$ cat src/rtl/mining_job_dispatcher.sv
// Host-side mining job dispatcher. Jobs are queued in a FIFO and launched one at a time into the miner.
// Each result (nonce, job id, timeout flag) is returned over a valid/ready port.
//
// state  | meaning
// IDLE   | miner held in reset, waiting for a queued job
// LOAD   | job registered onto miner inputs, reset held for RST_CYCLES
// RUN    | miner released, counting cycles toward TIMEOUT
// RESULT | result presented, miner frozen in reset until accepted
module mining_job_dispatcher #(
   parameter int               BYTE_W     = 8,
   parameter int               DEPTH      = 4,
   parameter int               RST_CYCLES = 2,
   parameter int               TMO_W      = 16,
   parameter logic [TMO_W-1:0] TIMEOUT    = 16'd60000
) (
   input  logic                clk,
   input  logic                reset,
   input  logic                job_valid,
   output logic                job_ready,
   input  logic [12*BYTE_W-1:0] job_block,
   input  logic [7:0]          job_target,
   output logic                miner_reset,
   output logic [12*BYTE_W-1:0] miner_data,
   output logic [7:0]          miner_target,
   input  logic                miner_finished,
   input  logic [31:0]         miner_nonce,
   output logic                res_valid,
   input  logic                res_ready,
   output logic [31:0]         res_nonce,
   output logic [3:0]          res_id,
   output logic                res_timeout
);

   localparam int HDR_W = 12 * BYTE_W;
   localparam int ENT_W = 4 + 8 + HDR_W;
   localparam int AW    = $clog2(DEPTH);
   localparam int CW    = AW + 1;
   localparam int LD_W  = $clog2(RST_CYCLES + 1);

   typedef enum logic [1:0] {IDLE, LOAD, RUN, RESULT} state_t;

   state_t            state, state_next;
   logic [ENT_W-1:0]  mem [DEPTH];
   logic [AW-1:0]     wr_ptr, rd_ptr;
   logic [CW-1:0]     count;
   logic [3:0]        id_cnt;
   logic [3:0]        run_id;
   logic [LD_W-1:0]   ld_cnt;
   logic [TMO_W-1:0]  tmo_cnt;
   logic              full, empty, push, pop;
   logic              launch, fin_hit, tmo_hit;
   logic [ENT_W-1:0]  head;

   assign full      = (count == CW'(DEPTH));
   assign empty     = (count == '0);
   assign job_ready = !full;
   assign push      = job_valid && !full;
   assign head      = mem[rd_ptr];

   always_ff @(posedge clk) begin
      if (push) mem[wr_ptr] <= {id_cnt, job_target, job_block};
   end

   // Head stays queued while in flight, so occupancy covers the running job too.
   always_ff @(posedge clk or posedge reset) begin
      if (reset) begin
         wr_ptr <= '0;
         rd_ptr <= '0;
         count  <= '0;
         id_cnt <= '0;
      end else begin
         if (push) begin
            wr_ptr <= wr_ptr + 1'b1;
            id_cnt <= id_cnt + 1'b1;
         end
         if (pop) rd_ptr <= rd_ptr + 1'b1;
         case ({push, pop})
            2'b10:   count <= count + 1'b1;
            2'b01:   count <= count - 1'b1;
            default: count <= count;
         endcase
      end
   end

   always_ff @(posedge clk or posedge reset) begin
      if (reset) state <= IDLE;
      else       state <= state_next;
   end

   always_comb begin
      state_next  = state;
      launch      = 1'b0;
      pop         = 1'b0;
      fin_hit     = 1'b0;
      tmo_hit     = 1'b0;
      miner_reset = 1'b1;
      res_valid   = 1'b0;
      case (state)
         IDLE: begin
            if (!empty) begin
               launch     = 1'b1;
               state_next = LOAD;
            end
         end
         LOAD: begin
            if (ld_cnt == LD_W'(1)) state_next = RUN;
         end
         RUN: begin
            miner_reset = 1'b0;
            // A find on the timeout cycle still counts as a find.
            if (miner_finished) begin
               fin_hit    = 1'b1;
               state_next = RESULT;
            end else if (tmo_cnt == TIMEOUT - TMO_W'(1)) begin
               tmo_hit    = 1'b1;
               state_next = RESULT;
            end
         end
         RESULT: begin
            res_valid = 1'b1;
            if (res_ready) begin
               pop        = 1'b1;
               state_next = IDLE;
            end
         end
         default: state_next = IDLE;
      endcase
   end

   always_ff @(posedge clk or posedge reset) begin
      if (reset) begin
         miner_data   <= '0;
         miner_target <= '0;
         run_id       <= '0;
         ld_cnt       <= '0;
         tmo_cnt      <= '0;
         res_nonce    <= '0;
         res_id       <= '0;
         res_timeout  <= 1'b0;
      end else begin
         if (launch) begin
            miner_data   <= head[HDR_W-1:0];
            miner_target <= head[HDR_W +: 8];
            run_id       <= head[ENT_W-1 -: 4];
            tmo_cnt      <= '0;
            ld_cnt       <= LD_W'(RST_CYCLES);
         end
         if (state == LOAD) ld_cnt  <= ld_cnt - 1'b1;
         if (state == RUN)  tmo_cnt <= tmo_cnt + 1'b1;
         if (fin_hit) begin
            res_nonce   <= miner_nonce;
            res_timeout <= 1'b0;
            res_id      <= run_id;
         end else if (tmo_hit) begin
            res_nonce   <= '0;
            res_timeout <= 1'b1;
            res_id      <= run_id;
         end
      end
   end

endmodule

$ cat config.mk
export PLATFORM = sky130hd
export DESIGN_NAME = mining_job_dispatcher
export DESIGN_NICKNAME = d
export VERILOG_FILES = /design/src/rtl/mining_job_dispatcher.sv
export SDC_FILE = /design/constraint.sdc
export NUM_CORES = 1
export LEC_CHECK = 0
export ABC_AREA = 0
export BUFFER_PORTS_ARGS = -buffer_cell sky130_fd_sc_hd__buf_2
export CORE_UTILIZATION = 57
export DETAILED_ROUTE_END_ITERATION = 8
export GPL_TIMING_DRIVEN = 1
export PLACE_DENSITY = 0.85
export SLEW_MARGIN = 20
export SYNTH_ARGS = -nofsm -noshare
export SYNTH_HDL_FRONTEND = slang
export SYNTH_SLANG_ARGS = --single-unit
$ cat constraint.sdc
create_clock -name clk -period 6.1 [get_ports clk]
set_input_delay 0.61 -clock clk [delete_from_list [all_inputs] [get_ports clk]]
set_output_delay 0.61 -clock clk [all_outputs]
set_load 0.03 [all_outputs]
Yosys cells after proc, flatten, opt, wreduce, memory -nomap -nowiden
Memory sizes are Yosys's and may differ from the RTL's. A register that Yosys moved wholly into a read port is not among the register bits.
Index checks and enable logic that the tools add are counted.
{ "totals": {"input_bits": 141, "n_memories": 1, "output_inout_bits": 144, "ram_bits": 432, "regBits": 68, "elab_cells": 69} }
{ "mem_list": {"columns": ["memory", "depth", "width", "rd", "rd_clocked_by_memory_dff", "wr", "line", "text"], "rows": [
  ["mem", 4, 108, 1, 1, 1, "43", "logic [ENT_W-1:0] mem [DEPTH];"]
]} }
{ "classes": {"add_sub_neg": 7, "eq_ne": 12, "reduce_logical": 9, "muxes": 30} }
{ "ops": {"columns": ["operator", "count"], "rows": [
  ["$mux W32", 2],
  ["$mux W16", 2],
  ["$add A16 B1 Y16 const B", 1],
  ["$eq A16 B16 Y1 const B", 1],
  ["$mux W1", 15],
  ["$mux W2", 7],
  ["$mux W4", 2],
  ["$pmux W2 S4", 1],
  ["$reduce_bool A2 Y1", 4],
  ["$eq A2 B1 Y1 const B", 3],
  ["$eq A2 B2 Y1 const B", 3],
  ["$ne A2 B2 Y1 const B", 3],
  ["$pmux W3 S2", 1],
  ["$add A2 B1 Y2 const B", 2],
  ["$add A4 B1 Y4 const B", 1],
  ["$reduce_and A4 Y1", 1],
  ["$add A3 B1 Y3 const B", 1],
  ["$eq A3 B3 Y1 const B", 1],
  ["$logic_not A3 Y1", 1],
  ["$ne A3 B3 Y1 const B", 1],
  ["$sub A3 B1 Y3 const B", 1],
  ["$logic_not A2 Y1", 1],
  ["$sub A2 B1 Y2 const B", 1],
  ["$logic_and A1 B1 Y1", 1],
  ["$logic_not A1 Y1", 1]
]} }

Depth between registers and ports, before layout
Gate-level depths: netlist (run 1).
{ "depth": {"ltp_word": 6, "ltp_mapped": 10, "depth_no_buf": 9} }

Worst setup path before layout (run 1)
No wires, ideal clock.
{ "synth_timing": {"path_type": "input to register", "from": "in job_valid", "to": "mem mem[0][0] (netlist bit), enable pin", "path_stages": 3, "path_slack_ns": 1.882, "t_required_ns": 5.621, "setup_ns": 0.479, "arrival_time_ns": 3.739, "path_buffers": 1, "cell_sequence": "a21boi_0 -> clkbuf_1 -> and2_1"} }
{ "synth_between": {"elab_chain_cells": 3} }
{ "synth_lines": {"columns": ["element", "line", "text"], "rows": [
  ["start: declaration", "18", "input logic job_valid,"],
  ["$logic_and A1 B1 Y1", "57", "assign push = job_valid && !full;"],
  ["$mux W1", "61", "if (push) mem[wr_ptr] <= {id_cnt, job_target, job_block};"],
  ["$mux W1 (implied by the code)", "61", null],
  ["end: declaration", "43", null]
]} }
No other way between the ends.

Worst setup path in the final report (run 1)
{ "layout_timing": {"from": "reg state[0]", "to": "out miner_reset"} }
{ "layout_between": {"elab_chain_cells": 2} }
{ "layout_lines": {"columns": ["element", "line", "text"], "rows": [
  ["start: declaration", "42", "state_t state, state_next;"],
  ["start signal: assignment", "87", "else state <= state_next;"],
  ["$eq A2 B2 Y1", "98", "case (state)"],
  ["$mux W1", "98", null],
  ["end: declaration", "22", "output logic miner_reset,"]
]} }
No other way between the ends.

==> impl_metrics.tcl, run 1 <==
set metrics [dict create \
    status "finished clean" \
    dp_slack_ps 2970 \
    hold_path_class "input port to asynchronous set/reset pin" \
    track_usage_pct 23.0 \
    synth_ff_type "edfxtp_1" \
    yosysWarnings 0 \
    initial_core_util_pct 58.2 \
    final_core_util_pct 68.3 \
    avgSynthCellArea_um2 17.7 \
    synth.cell_area_mm2 0.0226 \
    vias 12100 \
    final_max_slew_viol_count 0 \
    grt_pass1_vias 12600 \
    clkTransAtPathRegs_ps 60 \
    worst_slack_ps 2990 \
    io_buffer_count 284 \
    drv_cap 0 \
    fin_setup_tns_ps 0 \
    swShare_pct 34.1 \
    ys_seq_area_share_pct 76.9 \
    grt_first_pass_wirelength_um 70300 \
    cp-end-kind "output port" \
    worstMarginPinSlew_ps 1080 \
    p_int_mw 9.41 \
    multi_input_area_mm2 0.00490 \
    postCtsHoldBufs 0 \
    slew_headroom_pct 28.0 \
    async_flop_share_pct 28.9 \
    die_area_mm2 0.0404 \
    die_h_um 201 \
    place_area_mm2 0.0245 \
    hpwl_um 26400 \
    reg2reg_slack_ps 3180 \
    wl_met3_um 2850 \
    hold_viol 0 \
    finalInstanceArea_mm2 0.0265 \
    crit_start "state[0]$_DFFE_PP0P_" \
    fin_crit_ps 3110 \
    antenna_found_initial 13 \
    p_total_mw 14.3 \
    fp.dieW_um 201 \
    nFillCells 2505 \
    cts_buffers 57 \
    clkLatencyLatePin_ps 600 \
    top_layer "met5" \
    r2r-end "mem[2][55]$_DFFE_PP_" \
    rows 72 \
    final-seq-area_mm2 0.0174 \
    p_switching_mw 4.88 \
    place_inst 2031 \
    rsz0062_at_grt "false" \
    cts_buffer_depth 3 \
    overflow 0 \
    gp_congestion 0.816 \
    post-route-period-util_pct 51.0 \
    setup_viol 0 \
    pwr-share-clk_pct 25.7 \
    grt_max_degree 127 \
    synth-edff-count 432 \
    cp.required_ps 5490 \
    finalNonFillerCells 2148 \
    synthDominantCellAreaShare_pct 57.4 \
    netlist_instances 1277 \
    synth_nets 1431 \
    pwr-share-comb_pct 30.5 \
    finalClockSkew_ps 11.5 \
    wl_um 45400 \
    path_class "flop to output port" \
    layout-drive-gt1-share_pct 31.6 \
    detail_route.vias_per_cell 5.64 \
    route.detailed.drc 0 \
    wl_met1_um 18500 \
    ir_drop_uv 366 \
    drtIter0Drc 819 \
    dr.pass1.iters 7 \
    met2_length_um 22700 \
    worstPathMaxFanout 19 \
    startpoint_type "flop" \
    synth_cell_types 48 \
    post_cts_buffers 0 \
    hold_ws_ps 218 \
    core_mm2 0.0388 \
    power.leakage_nw 10.6 \
    nets 1726 \
    timing.fmax_mhz 321 \
    p_per_area_mw_per_mm2 539 \
    reg2reg_from "count[0]$_DFFE_PP0P_" \
    syn_to_final_growth_pct 17.3 \
    ff2ff_path_depth 5 \
    ios 285 \
    cts_tree "yes" \
    synthTopCellsByArea "edfxtp_1 57%, dfrtp_1 19%, mux4_2 11%" \
    seqPwrFrac_pct 43.9 \
    ys_ff_latch 608 \
    synth_area_leader_cell "edfxtp_1" \
    cts_sinks 608 \
    postRouteAntennaNets 0 \
    cp.arrival_ps 2500 \
    route.detailed.wl_per_inst_um 21.1 \
    ctsResizeCount 0 \
    cts-root-buf "clkbuf_16" \
    h-tree-depth 2 \
]
==> cells in the final DEF (no fill, tap or decap), types with 10 or more instances in the layout <==
cell       count
buf_2        284
inv_1         14
clkbuf_1      10
ha_1          12
o21ai_0       14
a22o_1        32
clkinv_2      14
edfxtp_1     432
clkbuf_16     59
dfrtp_1      174
mux4_2       108
nand2_1      347
==> cells by family after synthesis <==
kind of cell / synth area share, %
AND/OR/NAND/NOR: 7.01
multiplexers: 11.2
adder cells (fa/ha/maj): 0.753
AO/OA/AOI/OAI: 2.23
XOR/XNOR: 0.388
buffers and inverters: 1.47
flip-flops: 76.9
==> Yosys cell counts (6+ instances only) <==
cell type and instances:
edfxtp_1 432, nand2_1 347, dfrtp_1 176, mux4_2 108, a22o_1 32, buf_2 25
clkbuf_1 22, inv_1 15, o21ai_0 14, ha_1 12, buf_1 8, nand3_1 7
and2_1 6, mux2_2 6, nor2_1 6, xnor2_1 6
==> cell type report <==
type                       count  share of cell area [%]
tap                          518                    2.45
multi-input combinational    595                    18.5
clock buffer                  72                    5.87
sequential                   608                    65.6
inverter                      16                   0.255
clock inverter                36                    1.56
antenna                        9                  0.0850
timing repair buffer         294                    5.69
==> metal layers <==
layer	track usage (%)	vias to the layer above
li1	-	5399
met1	29.8	6249
met2	38.4	373
met3	5.25	89
met4	8.32	10
met5	0	-
==> sequential cells by signal, indices dropped and copies added, names as in the netlist <==
name / flops
count: 3
id_cnt: 4
ld_cnt: 2
mem: 432
miner_data: 96
miner_target: 8
rd_ptr: 2
res_id: 4
res_nonce: 32
res_timeout: 1
run_id: 4
state: 2
tmo_cnt: 16
wr_ptr: 2
==> how the worst max path moves through the flow <==
stage,slack [ps],depth (start not counted),endpoint
finish,2990,4,miner_reset
global route,2830,4,miner_reset
CTS,2960,4,miner_reset
detailed placement,2970,5,mem[2][83]$_DFFE_PP_
global placement,3000,5,mem[0][83]$_DFFE_PP_
floorplan,720,1,count[0]$_DFFE_PP0P_
==> power groups by stage <==
stage	clock network, mW	logic [mW]	registers [mW]
5_1_grt	3.89	4.71	6.39
3_3_place_gp	0	4.28	6.28
6_report	3.66	4.35	6.27
2_1_floorplan	0	2.43	6.97
3_5_place_dp	0	4.39	6.34
4_1_cts	3.74	4.41	6.28
==> critical path, cell delays in order, from the launching register on <==
cell	delay (ps)
dfrtp_1	400
inv_1	110
ha_1	610
clkinv_1	480
buf_2	310
Note: power is estimated with default switching activity, not from simulation.
==> inputs of run 2 (changes only) <==
--- a/config.mk
+++ b/config.mk
@@ -5,12 +5,12 @@
 export SDC_FILE = /design/constraint.sdc
 export NUM_CORES = 1
 export LEC_CHECK = 0
-export ABC_AREA = 0
+export ABC_AREA = 1
 export BUFFER_PORTS_ARGS = -buffer_cell sky130_fd_sc_hd__buf_2
-export CORE_UTILIZATION = 57
+export CORE_UTILIZATION = 52
 export DETAILED_ROUTE_END_ITERATION = 8
 export GPL_TIMING_DRIVEN = 1
-export PLACE_DENSITY = 0.85
+export PLACE_DENSITY = 0.81
 export SLEW_MARGIN = 20
 export SYNTH_ARGS = -nofsm -noshare
 export SYNTH_HDL_FRONTEND = slang
==> constraint.sdc (replaced) <==
create_clock -name clk -period 2.7 [get_ports clk]
set_input_delay 0.27 -clock clk [delete_from_list [all_inputs] [get_ports clk]]
set_output_delay 0.27 -clock clk [all_outputs]
set_load 0.03 [all_outputs]
==> impl_metrics.tcl, run 2 <==
set metrics [dict create \
    p_int_mw 21.5 \
    ios 285 \
    setup_viol 0 \
    status "finished clean" \
    route.detailed.wl_per_inst_um 18.4 \
    antenna_found_initial 4 \
    cts-root-buf "clkbuf_16" \
    hold_viol 0 \
    grt_max_degree 218 \
    overflow 0 \
    hpwl_um 30400 \
    gp_congestion 0.883 \
    synthTopCellsByCount "680 x nor2_1, 432 x edfxtp_1, 200 x o21ai_0" \
    synth.most_common_cell "nor2_1" \
    ys_seq_area_share_pct 73.6 \
    post_cts_buffers 0 \
    avgSynthCellArea_um2 11.8 \
    h-tree-depth 2 \
    cp.arrival_ps 1870 \
    synth_xor_area_share_pct 0.297 \
    hold_ws_ps 65.8 \
    rows 77 \
    dr.pass1.iters 7 \
    fin_crit_ps 2140 \
    clkLatencyLatePin_ps 650 \
    worst_slack_ps 562 \
    met1_usage_pct 30.6 \
    cts_sinks 608 \
    layout-drive-gt1-share_pct 17.9 \
    synthSimpleGateAreaFrac_pct 14.6 \
    ctsResizeCount 0 \
    swShare_pct 38.6 \
    use_met3_pct 4.25 \
    power.leakage_nw 11.4 \
    syn_to_final_growth_pct 23.5 \
    dp_slack_ps 755 \
    initial_core_util_pct 53.1 \
    async_flop_share_pct 28.9 \
    p_switching_mw 13.5 \
    synth-edff-count 432 \
    top_usage_layer "met2" \
    clkTransAtPathRegs_ps 70 \
    regMostFlops "mem" \
    cts_buffers 58 \
    final_core_util_pct 65.5 \
    rsz0062_at_grt "false" \
    timing.fmax_mhz 468 \
    vias 16600 \
    hold_path_class "input port to flop" \
    use_met2_pct 41.1 \
    grt_first_pass_wirelength_um 87700 \
    synth_mux_area_share_pct 0.0953 \
    seqPwrFrac_pct 39.9 \
    largest_reg_flops 432 \
    synth_compound_area_share_pct 7.44 \
    synthAdderAreaFrac_pct 0.720 \
    cts_tree "yes" \
    final_cell_mix "676 x nor2_1, 432 x edfxtp_1, 284 x buf_2" \
    pwr-share-clk_pct 24.8 \
    synth_area_leader_cell "edfxtp_1" \
    synthTopCellsByArea "edfxtp_1 55%, dfrtp_1 19%, nor2_1 11%" \
    io_buffer_count 284 \
    path_class "flop to output port" \
    p_per_area_mw_per_mm2 1200 \
    finalClockSkew_ps 47.5 \
    cts_buffer_depth 3 \
    synth_cell_types 34 \
    die_area_mm2 0.0463 \
    fp.dieW_um 215 \
    synth.cell_area_mm2 0.0236 \
    detail_route.vias_per_cell 5.44 \
    grt_pass1_vias 16800 \
    netlist_instances 2005 \
    track_usage_pct 24.1 \
    ir_drop_uv 871 \
    core_mm2 0.0445 \
    nets 2564 \
    synth_top_family_by_area "simple AND/OR/NAND/NOR gates" \
    synth_nets 2159 \
    drv_cap 0 \
    wl_um 56300 \
    die_h_um 215 \
    slew_headroom_pct 31.8 \
    startpoint_type "flop" \
    final_common_cell "nor2_1" \
    synthDominantCellAreaShare_pct 54.9 \
    largest_registers "mem x432, miner_data x96, res_nonce x32" \
    route.detailed.drc 0 \
    cp.required_ps 2430 \
    post-route-period-util_pct 79.2 \
    pwr-share-comb_pct 35.4 \
    final_max_slew_viol_count 0 \
    synth_ff_type "edfxtp_1" \
    ys_ff_latch 608 \
    drtIter0Drc 1500 \
    worstMarginPinSlew_ps 1020 \
    postCtsHoldBufs 138 \
    postRouteAntennaNets 0 \
    cp-end-kind "output port" \
    worstPathMaxFanout 10 \
    yosysWarnings 0 \
]
-- run 2: per-stage QoR --
stage / power [mW] / setup TNS, ps / instances / cell area, um^2
after floorplan: 22.5 / -435830 / 2005 / 23700
after global placement: 25.6 / 0 / 2804 / 25700
after detailed placement: 26.2 / 0 / 2804 / 25700
after CTS: 35.0 / 0 / 3052 / 29200
after global routing: 36.8 / 0 / 3054 / 29200
final: 35.0 / 0 / 3055 / 29200
-- run 2: worst paths after layout --
path                       depth (start not counted)  slack (ps)                      from                        end
setup / recovery                                   4         560      state[0]$_DFFE_PP0P_                miner_reset
hold / removal                                     4          70            miner_finished      res_id[0]$_DFFE_PP0P_
setup reg to reg                                   9         700      state[1]$_DFFE_PP0P_       count[2]$_DFFE_PP0P_
hold reg to reg                                    2         490  res_nonce[8]$_DFFE_PP0P_   res_nonce[8]$_DFFE_PP0P_
max in group asynchronous                          4        1770                     reset      rd_ptr[0]$_DFFE_PP0P_
min in group asynchronous                          4         320                     reset  res_nonce[15]$_DFFE_PP0P_
-- run 2: final cells by class --
| class | instances | area, um^2 |
|---|---|---|
| repair buffers | 452 | 3280 |
| well taps | 592 | 741 |
| diodes | 3 | 7.51 |
| clock inverters | 40 | 519 |
| flip-flops and latches | 608 | 17400 |
| inverters | 41 | 165 |
| clock buffers | 70 | 1570 |
| fillers | 3139 | 15300 |
| multi-input cells | 1249 | 5510 |
-- run 2: cells by family (layout without fill, tap and decap cells) --
family                     Yosys count  after routing
other                                0              3
AOI/OAI and AO/OA                  350            350
DFF                                608            608
buffers and inverters              148            603
and+or+nand+nor                    876            876
adders and majority gates           13             13
xor gates and xnor gates             8              8
muxes                                2              2
-- run 2: critical path, cell delays in order, from the launching register on --
cell      delay [ps]
dfrtp_1          410
inv_1             90
ha_1             180
clkinv_1         280
buf_2            290
-- run 2: power groups by stage --
stage	Combinational [mW]	Sequential [mW]	Clock (mW)
5_1_grt	13.6	14.1	9.15
2_1_floorplan	6.68	15.8	0
3_5_place_dp	12.1	14.1	0
6_report	12.4	13.9	8.66
3_3_place_gp	11.7	13.9	0
4_1_cts	12.3	13.9	8.76
-- run 2: routing by layer --
layer,part of all wire [%],wire [um],vias to the layer above
li1,-,-,7629
met1,40,22400,8093
met2,50,28100,756
met3,7.5,4240,128
met4,2.6,1470,2
met5,0.023,13,-
==> inputs of run 3 (changes only) <==
--- a/config.mk
+++ b/config.mk
@@ -5,12 +5,12 @@
 export SDC_FILE = /design/constraint.sdc
 export NUM_CORES = 1
 export LEC_CHECK = 0
-export ABC_AREA = 1
+export ABC_AREA = 0
 export BUFFER_PORTS_ARGS = -buffer_cell sky130_fd_sc_hd__buf_2
 export CORE_UTILIZATION = 52
 export DETAILED_ROUTE_END_ITERATION = 8
 export GPL_TIMING_DRIVEN = 1
-export PLACE_DENSITY = 0.81
+export PLACE_DENSITY = 0.82
 export SLEW_MARGIN = 20
 export SYNTH_ARGS = -nofsm -noshare
 export SYNTH_HDL_FRONTEND = slang
==> constraint.sdc (replaced) <==
create_clock -name clk -period 1.75 [get_ports clk]
set_input_delay 0.175 -clock clk [delete_from_list [all_inputs] [get_ports clk]]
set_output_delay 0.175 -clock clk [all_outputs]
set_load 0.03 [all_outputs]
==> impl_metrics.tcl, run 3 (synthesis gave the netlist of run 1 again) <==
set metrics [dict create \
    status "complete, but fails checks" \
    violations "negative setup slack" \
    worst_slack_ps -46.5 \
    grt_first_pass_wirelength_um 79300 \
    rsz0062_at_grt "true" \
    fp.dieW_um 210 \
    final_common_cell "edfxtp_1" \
    clkTransAtPathRegs_ps 60 \
    final_cell_mix "432 x edfxtp_1, 346 x nand2_1, 283 x buf_2" \
    ir_drop_uv 1490 \
    largest_reg_flops 432 \
    cp.required_ps 2240 \
    worstPathMaxFanout 8 \
    use_met2_pct 41.9 \
    crit_start "state[1]$_DFFE_PP0P_" \
    initial_core_util_pct 52.6 \
    ios 285 \
    route.detailed.wl_per_inst_um 22.2 \
    slowest_delay_ps 440 \
    use_met3_pct 5.02 \
    reg2reg_from "state[1]$_DFFE_PP0P_" \
    p_per_area_mw_per_mm2 1800 \
    cp-end-kind "flop" \
    dr.pass1.iters 5 \
    r2r-end "res_id[2]$_DFFE_PP0P_" \
    slew_headroom_pct 76.1 \
    postRouteAntennaNets 0 \
    finalClockSkew_ps 14.5 \
    h-tree-depth 2 \
    grt_pass1_vias 14200 \
    nets 1950 \
    clkLatencyLatePin_ps 610 \
    power.leakage_nw 11.8 \
    die_h_um 210 \
    fin_crit_ps 1800 \
    path_common_cell "buf_6" \
    cts_buffers 58 \
    hold_path_class "input port to flop" \
    post-route-period-util_pct 103 \
    drv_cap 0 \
    detail_route.vias_per_cell 5.46 \
    wl_um 54100 \
    crit_end "res_id[2]$_DFFE_PP0P_" \
    path_cells "buf_6 > ha_4 > buf_6 > and2_4 > a31oi_4 > buf_12 > mux2_4" \
    drtIter0Drc 1060 \
    top_usage_layer "met2" \
    hold_viol 0 \
    grt_max_degree 58 \
    dp_slack_ps -163 \
    regMostFlops "mem" \
    gp_congestion 0.830 \
    cts_sinks 608 \
    timing.fmax_mhz 557 \
    antenna_found_initial 4 \
    track_usage_pct 23.9 \
    final_max_slew_viol_count 0 \
    rows 76 \
    core_mm2 0.0430 \
    setup_viol 27 \
    overflow 0 \
    layout-drive-gt1-share_pct 33.6 \
    cp.arrival_ps 2290 \
    fin_setup_tns_ps -391 \
    reg2reg_slack_ps -50 \
    io_buffer_count 284 \
    largest_registers "mem x432, miner_data x96, res_nonce x32" \
    vias 13300 \
    met1_usage_pct 28.5 \
    cts-root-buf "clkbuf_16" \
    path_class "flop to flop" \
    syn_to_final_growth_pct 29.7 \
    hpwl_um 29000 \
    worstMarginPinSlew_ps 356 \
    cts_tree "yes" \
    startpoint_type "flop" \
    die_area_mm2 0.0443 \
    route.detailed.drc 0 \
    cts_buffer_depth 3 \
    ff2ff_path_depth 7 \
    slowest_stage "dfrtp_2" \
]
## run 3: changes by cell type in the layout (fill, tap and decap cells not counted), sizes merged, moves of 17 or more
cell	delta
buf	+58
o21ai	-216
nand2	+217
nor2	-676
nand3	-49
inv	-25
a21oi	-113
mux4	+108
a22o	+32
clkbuf	+17
## run 3: layout make-up
cell class	count	area (um^2)
diodes	3	7.51
clock buffers	81	1600
clock inverters	28	285
fillers	2773	13700
inverters	16	68.8
multi-input cells	595	5090
flip-flops and latches	608	17400
well taps	585	732
repair buffers	517	4140
## run 3: how the worst min path moves through the flow
stage / cells past startpoint / to / slack, ps / from
6_report: 4 / rd_ptr[0]$_DFFE_PP0P_ / 70 / res_ready
3_3_place_gp: 2 / tmo_cnt[7]$_DFFE_PP0P_ / 150 / reset
4_1_cts: 4 / rd_ptr[0]$_DFFE_PP0P_ / 9 / res_ready
5_1_grt: 4 / rd_ptr[0]$_DFFE_PP0P_ / 70 / res_ready
3_5_place_dp: 2 / tmo_cnt[9]$_DFFE_PP0P_ / 150 / reset
2_1_floorplan: 0 / mem[0][0]$_DFFE_PP_ / 270 / job_block[0]
## run 3: what timing repair did
action | CTS | global route
endpoints found under the setup margin | 244 | 288
hold endpoints to repair | 626 | 0
hold buffers | 138 | 0
pin swaps | 6 | 3
gates resized for setup | 10 | 25
cloned | 0 | 7
buffers inserted | 11 | 14
## run 3: per-stage QoR
stage	utilization [%]	power, mW	hold slack [ps]	cells	cell area [um^2]
4_1_cts	67.2	52.0	8.91	2409	28900
3_5_place_dp	59.3	39.1	155	2151	25500
2_1_floorplan	-	32.8	274	1277	22700
5_1_grt	68.2	54.9	70.4	2432	29300
3_3_place_gp	59.3	38.5	151	2151	25500
6_report	68.2	52.6	72.2	2433	29300
## run 3: report_power, final
group          internal (mW)  switching, mW  leakage [nW]
Combinational           7.61           11.3          4.71
Clock                   7.00           5.33         0.919
Sequential              19.6           1.74          6.15
Total                   34.2           18.4          11.8
## run 3: critical path: cells and delay by family (launching register included)
family,cells,cell delay [ps]
buffers and inverters,3,440
DFF,1,440
muxes,1,310
adders and majority gates,1,170
AOI/OAI and AO/OA,1,170
and+or+nand+nor,1,140
## run 3: per-layer routing
| metal | vias to the layer above | part of all wire (%) |
|---|---|---|
| met5 | - | 0.024 |
| met4 | 2 | 3.7 |
| met3 | 133 | 6.7 |
| met2 | 561 | 52 |
| met1 | 6741 | 38 |
| li1 | 5838 | - |
